--- src/rtl/wshb_rr_arbiter_if.sv ---
// Wishbone B4 bus bundle shared by the masters and the SDRAM controller port.
interface wshb_if;
  localparam int unsigned DW = 32;
  localparam int unsigned AW = 32;
  localparam int unsigned SW = DW / 8;

  logic          cyc;
  logic          stb;
  logic          we;
  logic [AW-1:0] adr;
  logic [DW-1:0] dat_ms;
  logic [DW-1:0] dat_sm;
  logic [SW-1:0] sel;
  logic [2:0]    cti;
  logic [1:0]    bte;
  logic          ack;
  logic          err;
  logic          rty;

  modport master (
    output cyc, stb, we, adr, dat_ms, sel, cti, bte,
    input  dat_sm, ack, err, rty
  );

  modport slave (
    input  cyc, stb, we, adr, dat_ms, sel, cti, bte,
    output dat_sm, ack, err, rty
  );
endinterface

--- src/rtl/wshb_rr_arbiter.sv ---
// Two-master Wishbone arbiter: cyc ownership, round-robin tie-break, ack quantum.
module wshb_rr_arbiter #(
  parameter  int unsigned QUANTUM = 64,
  localparam int unsigned CNT_W   = $clog2(QUANTUM + 1)
) (
  input  logic       wshb_clk,
  input  logic       wshb_rst,
  wshb_if.slave      wshb_ifs0,
  wshb_if.slave      wshb_ifs1,
  wshb_if.master     wshb_ifm,
  output logic [1:0] grant
);

  typedef enum logic [1:0] {
    IDLE = 2'b00,
    OWN0 = 2'b01,
    OWN1 = 2'b10
  } state_e;

  localparam logic [CNT_W-1:0] QMAX = CNT_W'(QUANTUM - 1);

  state_e           state_q, state_d;
  logic [CNT_W-1:0] qcnt_q, qcnt_d;
  logic             last_q, last_d;

  logic             qsat;
  logic             end0;
  logic             end1;

  // Quantum is spent once the counter has saturated; classic or end-of-burst beats may yield.
  assign qsat = (qcnt_q == QMAX);
  assign end0 = (wshb_ifs0.cti == 3'b000) || (wshb_ifs0.cti == 3'b111);
  assign end1 = (wshb_ifs1.cti == 3'b000) || (wshb_ifs1.cti == 3'b111);

  // Owner, quantum counter and last-owner registers.
  always_ff @(posedge wshb_clk) begin
    if (wshb_rst) begin
      state_q <= IDLE;
      qcnt_q  <= '0;
      last_q  <= 1'b1;
    end else begin
      state_q <= state_d;
      qcnt_q  <= qcnt_d;
      last_q  <= last_d;
    end
  end

  // Ownership decision: release hands over directly, quantum yield only on a burst boundary.
  always_comb begin
    state_d = state_q;
    qcnt_d  = qcnt_q;
    last_d  = last_q;

    case (state_q)
      IDLE: begin
        if (wshb_ifs0.cyc && wshb_ifs1.cyc) begin
          state_d = last_q ? OWN0 : OWN1;
        end else if (wshb_ifs0.cyc) begin
          state_d = OWN0;
        end else if (wshb_ifs1.cyc) begin
          state_d = OWN1;
        end
      end
      OWN0: begin
        if (!wshb_ifs0.cyc) begin
          state_d = wshb_ifs1.cyc ? OWN1 : IDLE;
        end else if (wshb_ifm.ack && end0 && qsat && wshb_ifs1.cyc) begin
          state_d = OWN1;
        end
      end
      OWN1: begin
        if (!wshb_ifs1.cyc) begin
          state_d = wshb_ifs0.cyc ? OWN0 : IDLE;
        end else if (wshb_ifm.ack && end1 && qsat && wshb_ifs0.cyc) begin
          state_d = OWN0;
        end
      end
      default: state_d = IDLE;
    endcase

    if (state_d != state_q) begin
      qcnt_d = '0;
    end else if (((state_q == OWN0) || (state_q == OWN1)) && wshb_ifm.ack && !qsat) begin
      qcnt_d = qcnt_q + CNT_W'(1);
    end

    if ((state_q == OWN0) && (state_d != OWN0)) begin
      last_d = 1'b0;
    end else if ((state_q == OWN1) && (state_d != OWN1)) begin
      last_d = 1'b1;
    end
  end

  // The owner encoding is the state register itself, so grant is a flop output.
  assign grant = state_q;

  // Bus steering from the registered owner; read data is broadcast, responses go to the owner only.
  always_comb begin
    wshb_ifm.cyc    = 1'b0;
    wshb_ifm.stb    = 1'b0;
    wshb_ifm.we     = 1'b0;
    wshb_ifm.adr    = '0;
    wshb_ifm.dat_ms = '0;
    wshb_ifm.sel    = '0;
    wshb_ifm.cti    = 3'b000;
    wshb_ifm.bte    = 2'b00;

    wshb_ifs0.dat_sm = wshb_ifm.dat_sm;
    wshb_ifs0.ack    = 1'b0;
    wshb_ifs0.err    = 1'b0;
    wshb_ifs0.rty    = 1'b0;
    wshb_ifs1.dat_sm = wshb_ifm.dat_sm;
    wshb_ifs1.ack    = 1'b0;
    wshb_ifs1.err    = 1'b0;
    wshb_ifs1.rty    = 1'b0;

    case (state_q)
      OWN0: begin
        wshb_ifm.cyc    = wshb_ifs0.cyc;
        wshb_ifm.stb    = wshb_ifs0.stb;
        wshb_ifm.we     = wshb_ifs0.we;
        wshb_ifm.adr    = wshb_ifs0.adr;
        wshb_ifm.dat_ms = wshb_ifs0.dat_ms;
        wshb_ifm.sel    = wshb_ifs0.sel;
        wshb_ifm.cti    = wshb_ifs0.cti;
        wshb_ifm.bte    = wshb_ifs0.bte;
        wshb_ifs0.ack   = wshb_ifm.ack;
        wshb_ifs0.err   = wshb_ifm.err;
        wshb_ifs0.rty   = wshb_ifm.rty;
      end
      OWN1: begin
        wshb_ifm.cyc    = wshb_ifs1.cyc;
        wshb_ifm.stb    = wshb_ifs1.stb;
        wshb_ifm.we     = wshb_ifs1.we;
        wshb_ifm.adr    = wshb_ifs1.adr;
        wshb_ifm.dat_ms = wshb_ifs1.dat_ms;
        wshb_ifm.sel    = wshb_ifs1.sel;
        wshb_ifm.cti    = wshb_ifs1.cti;
        wshb_ifm.bte    = wshb_ifs1.bte;
        wshb_ifs1.ack   = wshb_ifm.ack;
        wshb_ifs1.err   = wshb_ifm.err;
        wshb_ifs1.rty   = wshb_ifm.rty;
      end
      default: ;
    endcase
  end

endmodule

--- src/flat_wrapper.sv ---
// flat-port wrapper written by rule: the top's interface ports become plain ports
module wshb_rr_arbiter_flat 
#(
  parameter  int unsigned QUANTUM = 64,
  localparam int unsigned CNT_W   = $clog2(QUANTUM + 1)
)
  (wshb_clk, wshb_rst, grant, wshb_ifs0_cyc, wshb_ifs0_stb, wshb_ifs0_we, wshb_ifs0_adr, wshb_ifs0_dat_ms, wshb_ifs0_sel, wshb_ifs0_cti, wshb_ifs0_bte, wshb_ifs0_dat_sm, wshb_ifs0_ack, wshb_ifs0_err, wshb_ifs0_rty, wshb_ifs1_cyc, wshb_ifs1_stb, wshb_ifs1_we, wshb_ifs1_adr, wshb_ifs1_dat_ms, wshb_ifs1_sel, wshb_ifs1_cti, wshb_ifs1_bte, wshb_ifs1_dat_sm, wshb_ifs1_ack, wshb_ifs1_err, wshb_ifs1_rty, wshb_ifm_cyc, wshb_ifm_stb, wshb_ifm_we, wshb_ifm_adr, wshb_ifm_dat_ms, wshb_ifm_sel, wshb_ifm_cti, wshb_ifm_bte, wshb_ifm_dat_sm, wshb_ifm_ack, wshb_ifm_err, wshb_ifm_rty);
  wshb_if wshb_ifs0_i ();
  wshb_if wshb_ifs1_i ();
  wshb_if wshb_ifm_i ();
  input  logic wshb_clk;
  input  logic wshb_rst;
  output logic [1:0] grant;
  input wire logic [$bits(wshb_ifs0_i.cyc)-1:0] wshb_ifs0_cyc;
  input wire logic [$bits(wshb_ifs0_i.stb)-1:0] wshb_ifs0_stb;
  input wire logic [$bits(wshb_ifs0_i.we)-1:0] wshb_ifs0_we;
  input wire logic [$bits(wshb_ifs0_i.adr)-1:0] wshb_ifs0_adr;
  input wire logic [$bits(wshb_ifs0_i.dat_ms)-1:0] wshb_ifs0_dat_ms;
  input wire logic [$bits(wshb_ifs0_i.sel)-1:0] wshb_ifs0_sel;
  input wire logic [$bits(wshb_ifs0_i.cti)-1:0] wshb_ifs0_cti;
  input wire logic [$bits(wshb_ifs0_i.bte)-1:0] wshb_ifs0_bte;
  output wire logic [$bits(wshb_ifs0_i.dat_sm)-1:0] wshb_ifs0_dat_sm;
  output wire logic [$bits(wshb_ifs0_i.ack)-1:0] wshb_ifs0_ack;
  output wire logic [$bits(wshb_ifs0_i.err)-1:0] wshb_ifs0_err;
  output wire logic [$bits(wshb_ifs0_i.rty)-1:0] wshb_ifs0_rty;
  input wire logic [$bits(wshb_ifs1_i.cyc)-1:0] wshb_ifs1_cyc;
  input wire logic [$bits(wshb_ifs1_i.stb)-1:0] wshb_ifs1_stb;
  input wire logic [$bits(wshb_ifs1_i.we)-1:0] wshb_ifs1_we;
  input wire logic [$bits(wshb_ifs1_i.adr)-1:0] wshb_ifs1_adr;
  input wire logic [$bits(wshb_ifs1_i.dat_ms)-1:0] wshb_ifs1_dat_ms;
  input wire logic [$bits(wshb_ifs1_i.sel)-1:0] wshb_ifs1_sel;
  input wire logic [$bits(wshb_ifs1_i.cti)-1:0] wshb_ifs1_cti;
  input wire logic [$bits(wshb_ifs1_i.bte)-1:0] wshb_ifs1_bte;
  output wire logic [$bits(wshb_ifs1_i.dat_sm)-1:0] wshb_ifs1_dat_sm;
  output wire logic [$bits(wshb_ifs1_i.ack)-1:0] wshb_ifs1_ack;
  output wire logic [$bits(wshb_ifs1_i.err)-1:0] wshb_ifs1_err;
  output wire logic [$bits(wshb_ifs1_i.rty)-1:0] wshb_ifs1_rty;
  output wire logic [$bits(wshb_ifm_i.cyc)-1:0] wshb_ifm_cyc;
  output wire logic [$bits(wshb_ifm_i.stb)-1:0] wshb_ifm_stb;
  output wire logic [$bits(wshb_ifm_i.we)-1:0] wshb_ifm_we;
  output wire logic [$bits(wshb_ifm_i.adr)-1:0] wshb_ifm_adr;
  output wire logic [$bits(wshb_ifm_i.dat_ms)-1:0] wshb_ifm_dat_ms;
  output wire logic [$bits(wshb_ifm_i.sel)-1:0] wshb_ifm_sel;
  output wire logic [$bits(wshb_ifm_i.cti)-1:0] wshb_ifm_cti;
  output wire logic [$bits(wshb_ifm_i.bte)-1:0] wshb_ifm_bte;
  input wire logic [$bits(wshb_ifm_i.dat_sm)-1:0] wshb_ifm_dat_sm;
  input wire logic [$bits(wshb_ifm_i.ack)-1:0] wshb_ifm_ack;
  input wire logic [$bits(wshb_ifm_i.err)-1:0] wshb_ifm_err;
  input wire logic [$bits(wshb_ifm_i.rty)-1:0] wshb_ifm_rty;
  assign wshb_ifs0_i.cyc = wshb_ifs0_cyc;
  assign wshb_ifs0_i.stb = wshb_ifs0_stb;
  assign wshb_ifs0_i.we = wshb_ifs0_we;
  assign wshb_ifs0_i.adr = wshb_ifs0_adr;
  assign wshb_ifs0_i.dat_ms = wshb_ifs0_dat_ms;
  assign wshb_ifs0_i.sel = wshb_ifs0_sel;
  assign wshb_ifs0_i.cti = wshb_ifs0_cti;
  assign wshb_ifs0_i.bte = wshb_ifs0_bte;
  assign wshb_ifs0_dat_sm = wshb_ifs0_i.dat_sm;
  assign wshb_ifs0_ack = wshb_ifs0_i.ack;
  assign wshb_ifs0_err = wshb_ifs0_i.err;
  assign wshb_ifs0_rty = wshb_ifs0_i.rty;
  assign wshb_ifs1_i.cyc = wshb_ifs1_cyc;
  assign wshb_ifs1_i.stb = wshb_ifs1_stb;
  assign wshb_ifs1_i.we = wshb_ifs1_we;
  assign wshb_ifs1_i.adr = wshb_ifs1_adr;
  assign wshb_ifs1_i.dat_ms = wshb_ifs1_dat_ms;
  assign wshb_ifs1_i.sel = wshb_ifs1_sel;
  assign wshb_ifs1_i.cti = wshb_ifs1_cti;
  assign wshb_ifs1_i.bte = wshb_ifs1_bte;
  assign wshb_ifs1_dat_sm = wshb_ifs1_i.dat_sm;
  assign wshb_ifs1_ack = wshb_ifs1_i.ack;
  assign wshb_ifs1_err = wshb_ifs1_i.err;
  assign wshb_ifs1_rty = wshb_ifs1_i.rty;
  assign wshb_ifm_cyc = wshb_ifm_i.cyc;
  assign wshb_ifm_stb = wshb_ifm_i.stb;
  assign wshb_ifm_we = wshb_ifm_i.we;
  assign wshb_ifm_adr = wshb_ifm_i.adr;
  assign wshb_ifm_dat_ms = wshb_ifm_i.dat_ms;
  assign wshb_ifm_sel = wshb_ifm_i.sel;
  assign wshb_ifm_cti = wshb_ifm_i.cti;
  assign wshb_ifm_bte = wshb_ifm_i.bte;
  assign wshb_ifm_i.dat_sm = wshb_ifm_dat_sm;
  assign wshb_ifm_i.ack = wshb_ifm_ack;
  assign wshb_ifm_i.err = wshb_ifm_err;
  assign wshb_ifm_i.rty = wshb_ifm_rty;
  wshb_rr_arbiter #(.QUANTUM(QUANTUM)) u_core (.wshb_clk(wshb_clk), .wshb_rst(wshb_rst), .wshb_ifs0(wshb_ifs0_i), .wshb_ifs1(wshb_ifs1_i), .wshb_ifm(wshb_ifm_i), .grant(grant));
endmodule
--- config.mk ---
export PLATFORM = sky130hd
export DESIGN_NAME = wshb_rr_arbiter_flat
export DESIGN_NICKNAME = d
export VERILOG_FILES = /design/src/rtl/wshb_rr_arbiter_if.sv /design/src/rtl/wshb_rr_arbiter.sv /design/src/flat_wrapper.sv
export SDC_FILE = /design/constraint.sdc
export NUM_CORES = 1
export LEC_CHECK = 0
export ABC_AREA = 0
export BUFFER_PORTS_ARGS = -buffer_cell sky130_fd_sc_hd__buf_2
export CAP_MARGIN = 10
export CORE_AREA = 2 2 131 133
export DETAILED_ROUTE_END_ITERATION = 16
export DIE_AREA = 0 0 133 135
export GPL_TIMING_DRIVEN = 0
export PLACE_DENSITY_LB_ADDON = 0.12
export RECOVER_POWER = 50
export SETUP_SLACK_MARGIN = 0.15
export SLEW_MARGIN = 0
export SYNTH_ARGS = -nofsm -noshare
export SYNTH_HDL_FRONTEND = slang
export SYNTH_SLANG_ARGS = --single-unit
export TNS_END_PERCENT = 1
--- constraint.sdc ---
create_clock -name wshb_clk -period 1.86 [get_ports wshb_clk]
set_input_delay 0.372 -clock wshb_clk [delete_from_list [all_inputs] [get_ports wshb_clk]]
set_output_delay 0.372 -clock wshb_clk [all_outputs]
set_load 0.02 [all_outputs]
# After elaboration in Yosys (flattened, before gate mapping)

Index checks and enable logic that the tools add are counted.

Flip-flop bits (word level): 10
Bits of input ports: 189

Add/subtract/negate cells: 1
Reduce and logical (&&, ||, !) cells: 20
Equality and inequality tests: 8
Mux-type cells: 27

Operators by type and width:

| cell                  | number |
|---|---|
| $pmux W32 S2          | 2 |
| $mux W2               | 9 |
| $logic_and A1 B1 Y1   | 11 |
| $mux W1               | 9 |
| $pmux W4 S2           | 1 |
| $add A7 B1 Y7 const B | 1 |
| $eq A7 B6 Y1 const B  | 1 |
| $eq A3 B3 Y1 const B  | 2 |
| $logic_not A3 Y1      | 2 |
| $pmux W1 S2           | 3 |
| $pmux W2 S3           | 1 |
| $pmux W3 S2           | 1 |
| $pmux W2 S2           | 1 |
| $logic_or A1 B1 Y1    | 3 |
| $eq A2 B1 Y1 const B  | 1 |
| $eq A2 B2 Y1 const B  | 1 |
| $logic_not A2 Y1      | 1 |
| $ne A2 B1 Y1 const B  | 1 |
| $ne A2 B2 Y1          | 1 |
| $ne A2 B2 Y1 const B  | 1 |
| $reduce_bool A2 Y1    | 1 |
| $reduce_or A2 Y1      | 1 |
| $logic_not A1 Y1      | 1 |

# Logic depth before layout (Yosys ltp)

Gate-level depths: netlist of the first run.

Word-level depth: 12
Mapped depth: 7

# Worst setup path after synthesis of the first run

No wires, ideal clock.

Path type: register to output
From: register u_core.state_q[0] (netlist: u_core.grant[0])
To: output port wshb_ifm_adr[0]
Buffers on the path: 2
Required time: 1.488 ns
Path slack: -0.379 ns
Data arrival time: 1.867 ns
Cell stages (with the launch flop): 6
Path through: dfxtp_1 inv_1 ha_1 clkbuf_1 clkbuf_1 nor2b_1

Word-level cells in the longest chain between the ends: 2
Elaborated cells on any way between the ends: 3
Classes of those cells: eq/ne (2); mux (1)

Ends and longest elaborated chain:

| what                                                | line                   | source |
|---|---|---|
| start, declared                                     | wshb_rr_arbiter.sv:22  | `state_e state_q, state_d;` |
| start signal, assigned                              | wshb_rr_arbiter.sv:42  | `state_q <= state_d;` |
| $eq A2 B2 Y1 / $eq A2 B1 Y1 (equally long branches) | wshb_rr_arbiter.sv:117 | `case (state_q)` |
| $pmux W32 S2 *                                      | wshb_rr_arbiter.sv:117 |  |
| end, declared                                       | flat_wrapper.sv:41     | `output wire logic [$bits(wshb_ifm_i.adr)-1:0] wshb_ifm_adr;` |

Every way passes the cells marked *; elsewhere a longest branch is shown, timed or not.

# Worst setup path in the final report of the first run

From: register u_core.state_q[0] (netlist: u_core.grant[0])
To: output port wshb_ifm_adr[10]

Same word-level chain as after synthesis.

==> reports/qor.txt, run 1 <==
TritonRoute pass-1 iters = 4
Synth Area in XOR/XNOR = 1.43%
WL met2 = 7.98 mm
Routed wire length = 14.3 mm
CP Class = flip-flop to output port
Total Routing Usage GR = 14.0%
Main synth FF type = dfxtp_1
TritonCTS clock tree = done
Post-synthesis compound-gate area fraction = 33.3%
Fin Hold WS = 0.361 ns
First DRT Iteration DRCs = 72
Dpl ws = -0.523 ns
Max stage delay on crit path = 0.38 ns
Clk buf depth = 2
CP arrival = 1.62 ns
Number of max-cap violations = 0
Initial antenna violation count = 2
M1 WL = 5.25 mm
Setup crit start kind = flip-flop
Syn_nets = 535
H-tree depth = 1
Sequential area share after synthesis = 8.17%
Clock Skews = 0.00427 ns
Register-to-Register Path Depth = 8
Max IR drop VDD = 0.000311 V
Share of cells above drive strength 1 = 83.3%
Crit. path cell count = 6
Crit path capture type = output port
Mapped Cells = 341
CTS Root Buffer Type = clkbuf_16
Die W = 133 um
Routed len/inst = 16.2 um
Die extent in y = 135 um
Syn Area/Cell = 7.18 sq um
Synth Area in Simple Gates = 28.4%
Critical path destination = wshb_ifm_adr[10]
Slew Limit Fails = 0
Synthesized area = 0.00245 sq mm
Worst slew pin tran = 0.446 ns
Post-synthesis async set-or-reset flop share = 0%
Routed Antenna Nets = 0
Synth Area in Adders = 2.55%
Filler cell count = 1,736
Synth cell types = 41
Final hold vios = 0
Final min period = 1.99 ns
Start of the worst register-to-register path = u_core.qcnt_q[0]$_SDFFE_PP0P_
Setup ws final = -0.130 ns
Max Fanout on Critical Path = 10
Largest family of logic cells by synthesized area = compound AO/OA/AOI/OAI gates
Leak pwr = 2.49 nW
DP Cell Count = 864
Port buffer count = 303
Clk sink count = 10
First-pass GRT wire length = 20.2 mm
RR Endpoint = u_core.qcnt_q[2]$_SDFFE_PP0P_
HPWL after DPL = 11.8 mm
Top Metal Used = met4
Fmax = 0.502 GHz
Crit. Startpoint = u_core.grant[0]$_SDFF_PP0_
Core Footprint = 0.0164 sq mm
Routability cong. = 0.849
Layout Utilization = 35.0%
Multiplexer share of the synthesized area = 1.02%
Vias = 3,746
P per Cell Area = 791 mW/mm^2
Fin cells = 881
Syn. warnings = 0
DR WL met3 = 961 um
Largest net degree at the start of global routing = 11
Required time of the critical path = 1.49 ns
Cells along the critical path = inv_4 > ha_4 > clkbuf_16 > buf_8 > nor2b_4 > buf_6
Worst R2R Setup Slack = -0.04 ns
Worst min-delay path class = primary input to flip-flop
Post-synth EDFFs = 0
Final setup viols = 86
Clock transition at the registers of the reported paths = 0.04 ns
Status = finished, violations left
Crit path buf inv count = 4
# IOs = 337
Failing checks = setup timing
Unrepaired setup endpoints after global routing = true
CTS Buf Count = 3
Synthesized flop and latch total = 10
Delay-heaviest family, CP = buffers and inverters
Grt total ovfl = 0
Vias per cell = 4.25
Slew HR = 70.0%
Initial Util = 14.9%
Vias in the first global route = 3,682
Worst-Skew Late Latency = 0.24 ns
Number of core rows = 47
Crit path max-delay cell type = dfxtp_4
DRC = 0
Fin nets = 854
Final period utilization = 107%
Die area = 0.0180 sq mm
Layout area overhead = 135%
-- registers in the layout (all words and copies together), names as in the netlist --
signal         flops
u_core.last_q      1
u_core.grant       2
u_core.qcnt_q      7
-- cells in the final DEF (no fill, tap or decap), types with 3 or more instances in the layout --
master       n
a2111oi_2    3
a22oi_2     75
and2_1       7
buf_12       4
buf_2      221
buf_4      113
buf_6       12
buf_8       13
clkbuf_1    33
clkbuf_16    8
clkbuf_4     4
dfxtp_1      8
inv_1        4
nand2_1     10
nand3_1      4
nand4_1      3
nor2b_2     35
nor2b_4     40
nor4_1       5
o211ai_1     3
o21ai_0      7
or3_1        3
-- worst register-to-register path: cells and delay by family, from the launching register on --
family / cells / cell delay, ns
fa+ha+maj: 1 / 0.23
buf+inv: 2 / 0.34
simple gates: 2 / 0.14
flops: 1 / 0.36
compound gates: 3 / 0.70
-- report_power, final --
group          total, mW  switching (mW)  internal, mW
clock network      0.433           0.108         0.324
registers          0.274          0.0324         0.242
logic               3.84            1.85          2.00
total               4.55            1.99          2.56
-- per-stage QoR --
step | instance area, sq um | TNS [ns] | power [mW]
2_1_floorplan | 2910 | 0 | 2.36
3_3_place_gp | 4700 | -36.09 | 3.19
3_5_place_dp | 4700 | -38.36 | 3.23
4_1_cts | 5510 | -14.68 | 4.34
5_1_grt | 5750 | -13.10 | 4.82
6_report | 5750 | -7.48 | 4.55
-- routing by layer --
layer | vias up | GRT usage, %
met5 | - | 0
met4 | 0 | 2.15
met3 | 6 | 2.63
met2 | 179 | 28.0
met1 | 1751 | 15.4
li1 | 1810 | -
-- synthesized netlist by cell type, types with 2 or more instances --
cell type / n / area (sq um)
nor4_1: 5 / 31.3
nor2b_1: 75 / 469
o31ai_1: 2 / 15.0
a22oi_1: 75 / 563
nand4_1: 3 / 18.8
a21boi_0: 2 / 15.0
and2_1: 7 / 43.8
o21ai_0: 8 / 40.0
a211oi_1: 2 / 15.0
inv_1: 6 / 22.5
a2111oi_2: 2 / 30.0
a2bb2oi_1: 2 / 17.5
nor3_1: 2 / 10.0
a21oi_1: 2 / 10.0
xor2_1: 2 / 17.5
nand2_1: 10 / 37.5
nand3_1: 4 / 20.0
ha_1: 5 / 62.6
o211ai_1: 3 / 22.5
xnor2_1: 2 / 17.5
or3_1: 3 / 18.8
a2111oi_0: 2 / 17.5
buf_4: 65 / 488
clkbuf_1: 26 / 97.6
dfxtp_1: 10 / 200
-- area by class of cell --
| class | instances | area, sq um | share of cell area, % |
|---|---|---|---|
| Timing Repair Buffer | 314 | 1730 | 30.0 |
| Buffer | 92 | 930 | 16.2 |
| Tap cell | 220 | 275 | 4.79 |
| Antenna cell | 2 | 5.00 | 0.0870 |
| Clock buffer | 4 | 88.8 | 1.54 |
| Inverter | 6 | 27.5 | 0.479 |
| Sequential cell | 10 | 208 | 3.61 |
| Multi-Input combinational cell | 233 | 2490 | 43.3 |
-- worst min-delay path by stage --
| stage | startpoint | to | slack, ns | depth (start not counted) |
|---|---|---|---|---|
| floorplan | wshb_rst | u_core.grant[1]$_SDFF_PP0_ | 0.44 | 1 |
| global placement | u_core.qcnt_q[6]$_SDFFE_PP0P_ | u_core.qcnt_q[6]$_SDFFE_PP0P_ | 0.49 | 2 |
| detailed placement | u_core.qcnt_q[6]$_SDFFE_PP0P_ | u_core.qcnt_q[6]$_SDFFE_PP0P_ | 0.49 | 2 |
| CTS | wshb_rst | u_core.grant[1]$_SDFF_PP0_ | 0.36 | 2 |
| global route | wshb_rst | u_core.grant[1]$_SDFF_PP0_ | 0.39 | 2 |
| finish | wshb_rst | u_core.grant[1]$_SDFF_PP0_ | 0.36 | 2 |
-- cells by family (layout without fill, tap and decap cells) --
family / after synthesis / count (layout)
AND/OR/NAND/NOR: 115 / 115
AO/OA/AOI/OAI: 107 / 107
buffers and inverters: 98 / 416
flip-flops: 10 / 10
adder cells (fa/ha/maj): 5 / 5
XOR/XNOR: 4 / 4
multiplexers: 2 / 2
other: 0 / 2
-- what timing repair did --
| action | in CTS | in global routing |
|---|---|---|
| buffers inserted | 6 | 2 |
| endpoints found under the hold margin | 0 | 0 |
| cloned | 0 | 3 |
| resized for setup | 145 | 85 |
| pin swaps | 5 | 10 |
| hold buffers | 0 | 0 |
| setup endpoints to repair | 92 | 92 |
No activity file was read; power rests on OpenSTA's default activity.
==> inputs of run 2 (changes only) <==
--- a/config.mk
+++ b/config.mk
@@ -7,7 +7,6 @@
 export LEC_CHECK = 0
 export ABC_AREA = 0
 export BUFFER_PORTS_ARGS = -buffer_cell sky130_fd_sc_hd__buf_2
-export CAP_MARGIN = 10
 export CORE_AREA = 2 2 131 133
 export DETAILED_ROUTE_END_ITERATION = 16
 export DIE_AREA = 0 0 133 135
==> constraint.sdc (replaced) <==
create_clock -name wshb_clk -period 1.83 [get_ports wshb_clk]
set_input_delay 0.366 -clock wshb_clk [delete_from_list [all_inputs] [get_ports wshb_clk]]
set_output_delay 0.366 -clock wshb_clk [all_outputs]
set_load 0.02 [all_outputs]
==> run 2 against run 1 <==
  * The run still ends with setup timing left
  * Wire length grew 0.97%
  * Sequential power grew 3%
  * Non-clock buffer count is the same
  * Clock-buffer cell count shrank 1
  * Via count shrank 0.61%
==> reports/qor.txt, run 2 (synthesized netlist as in run 1, its figures left out) <==
Leak pwr = 2.43 nW
HPWL after DPL = 11.8 mm
Filler cell count = 1,754
Placed cell area = 0.00449 sq mm
Routability cong. = 0.817
Vias in the first global route = 3,758
Clk sink count = 10
CP Class = flip-flop to output port
M1 WL = 5.60 mm
DP Cell Count = 864
Fin Hold WS = 0.345 ns
Most used cell, CP = clkbuf_16
Fin cells = 880
Crit path capture type = output port
Max stage delay on crit path = 0.39 ns
Crit path max-delay cell type = dfxtp_4
Status = finished, violations left
Area of the multi-input gates = 0.00235 sq mm
Vias = 3,723
Fin nets = 854
Routed Antenna Nets = 0
Setup crit start kind = flip-flop
Port buffer count = 303
Most frequent cells in the layout = buf_2 (213), buf_4 (106), a22oi_2 (71), nor2b_2 (58), clkbuf_1 (33)
Slew Limit Fails = 0
First DRT Iteration DRCs = 117
Worst-Skew Late Latency = 0.24 ns
Final setup viols = 88
Fmax = 0.497 GHz
Largest net degree at the start of global routing = 11
CTS Buf Count = 3
First-pass GRT wire length = 20.7 mm
Slew HR = 70.4%
H-tree depth = 1
Vias per cell = 4.23
CTS Root Buffer Type = clkbuf_16
Clk buf depth = 2
Required time of the critical path = 1.46 ns
Final period utilization = 110%
Initial antenna violation count = 2
Routed len/inst = 16.4 um
Layout area overhead = 131%
# IOs = 337
Final min period = 2.01 ns
Max IR drop VDD = 0.000251 V
Die W = 133 um
Worst slew pin tran = 0.440 ns
Max Fanout on Critical Path = 10
Commonest non-fill, non-tap cell in the layout = buf_2
P per Cell Area = 783 mW/mm^2
Setup ws final = -0.182 ns
Final hold vios = 0
Unrepaired setup endpoints after global routing = true
DRC = 0
Number of max-cap violations = 0
Register area = 208 sq um
Core Footprint = 0.0164 sq mm
Largest register FFs = 7
Number of core rows = 47
TritonCTS clock tree = done
Final instance area = 0.00565 sq mm
Die area = 0.0180 sq mm
Top reg by flops = u_core.qcnt_q
CTS Hold Buffers Added = 0
DR WL met3 = 1.19 mm
Clock Skews = 0.00154 ns
Top Metal Used = met4
Layout Utilization = 34.4%
Grt total ovfl = 0
Failing checks = setup timing
Worst min-delay path class = primary input to flip-flop
Setup TNS = -11.07 ns
Clock transition at the registers of the reported paths = 0.04 ns
WL met2 = 7.57 mm
Initial Util = 14.9%
Die extent in y = 135 um
Share of cells above drive strength 1 = 82.5%
TritonRoute pass-1 iters = 4
Cells along the critical path = inv_4 > ha_4 > clkbuf_16 > clkbuf_16 > nor2b_4 > buf_6
CP arrival = 1.65 ns
Routed wire length = 14.4 mm
Total Routing Usage GR = 14.5%
## run 2: final timing paths
path	from	end	slack [ns]	depth (start not counted)
worst max-delay path	u_core.grant[1]$_SDFF_PP0_	wshb_ifm_adr[21]	-0.18	6
worst min-delay path	wshb_rst	u_core.grant[1]$_SDFF_PP0_	0.35	2
worst max register to register	u_core.qcnt_q[0]$_SDFFE_PP0P_	u_core.qcnt_q[2]$_SDFFE_PP0P_	-0.07	8
worst min register to register	u_core.qcnt_q[6]$_SDFFE_PP0P_	u_core.qcnt_q[6]$_SDFFE_PP0P_	0.50	2
## run 2: stage by stage
| stage | power (mW) | worst slack [ns] |
|---|---|---|
| 3_5_place_dp | 3.02 | -0.665 |
| 5_1_grt | 4.71 | -0.245 |
| 3_3_place_gp | 3.00 | -0.622 |
| 6_report | 4.42 | -0.182 |
| 4_1_cts | 4.12 | -0.204 |
| 2_1_floorplan | 2.12 | -0.00887 |
## run 2: timing repair
item	in CTS	in global routing
endpoints found under the setup margin	92	92
cloned	2	1
buffers inserted	5	3
resized for setup	163	101
pin swaps	4	7
## run 2: layout make-up
class	instances	area share, %
multi-input combinational	233	41.7
buffer	92	15.9
inverter	6	0.487
clock inverter	1	0.0664
timing repair buffer	314	32.0
sequential	10	3.68
antenna	1	0.0443
tap	220	4.87
clock buffer	3	1.33
## run 2: report_power, final
group	total, mW	internal, mW	switching, mW	leakage (nW)
logic	3.75	1.93	1.82	2.31
clock network	0.389	0.287	0.103	0.0385
registers	0.283	0.246	0.0376	0.0825
## run 2: metal layers
metal  GRT usage, %  vias to the layer above
met5              0                        -
met3           3.42                        6
met1           17.4                     1700
met2           27.3                      202
met4           1.31                        0
li1               -                     1815
## run 2: worst max-delay path, delay by kind of cell (launching register included)
kind	cells	cell delay [ns]
buf+inv	4	0.50
flops	1	0.39
fa+ha+maj	1	0.33
simple gates	1	0.17
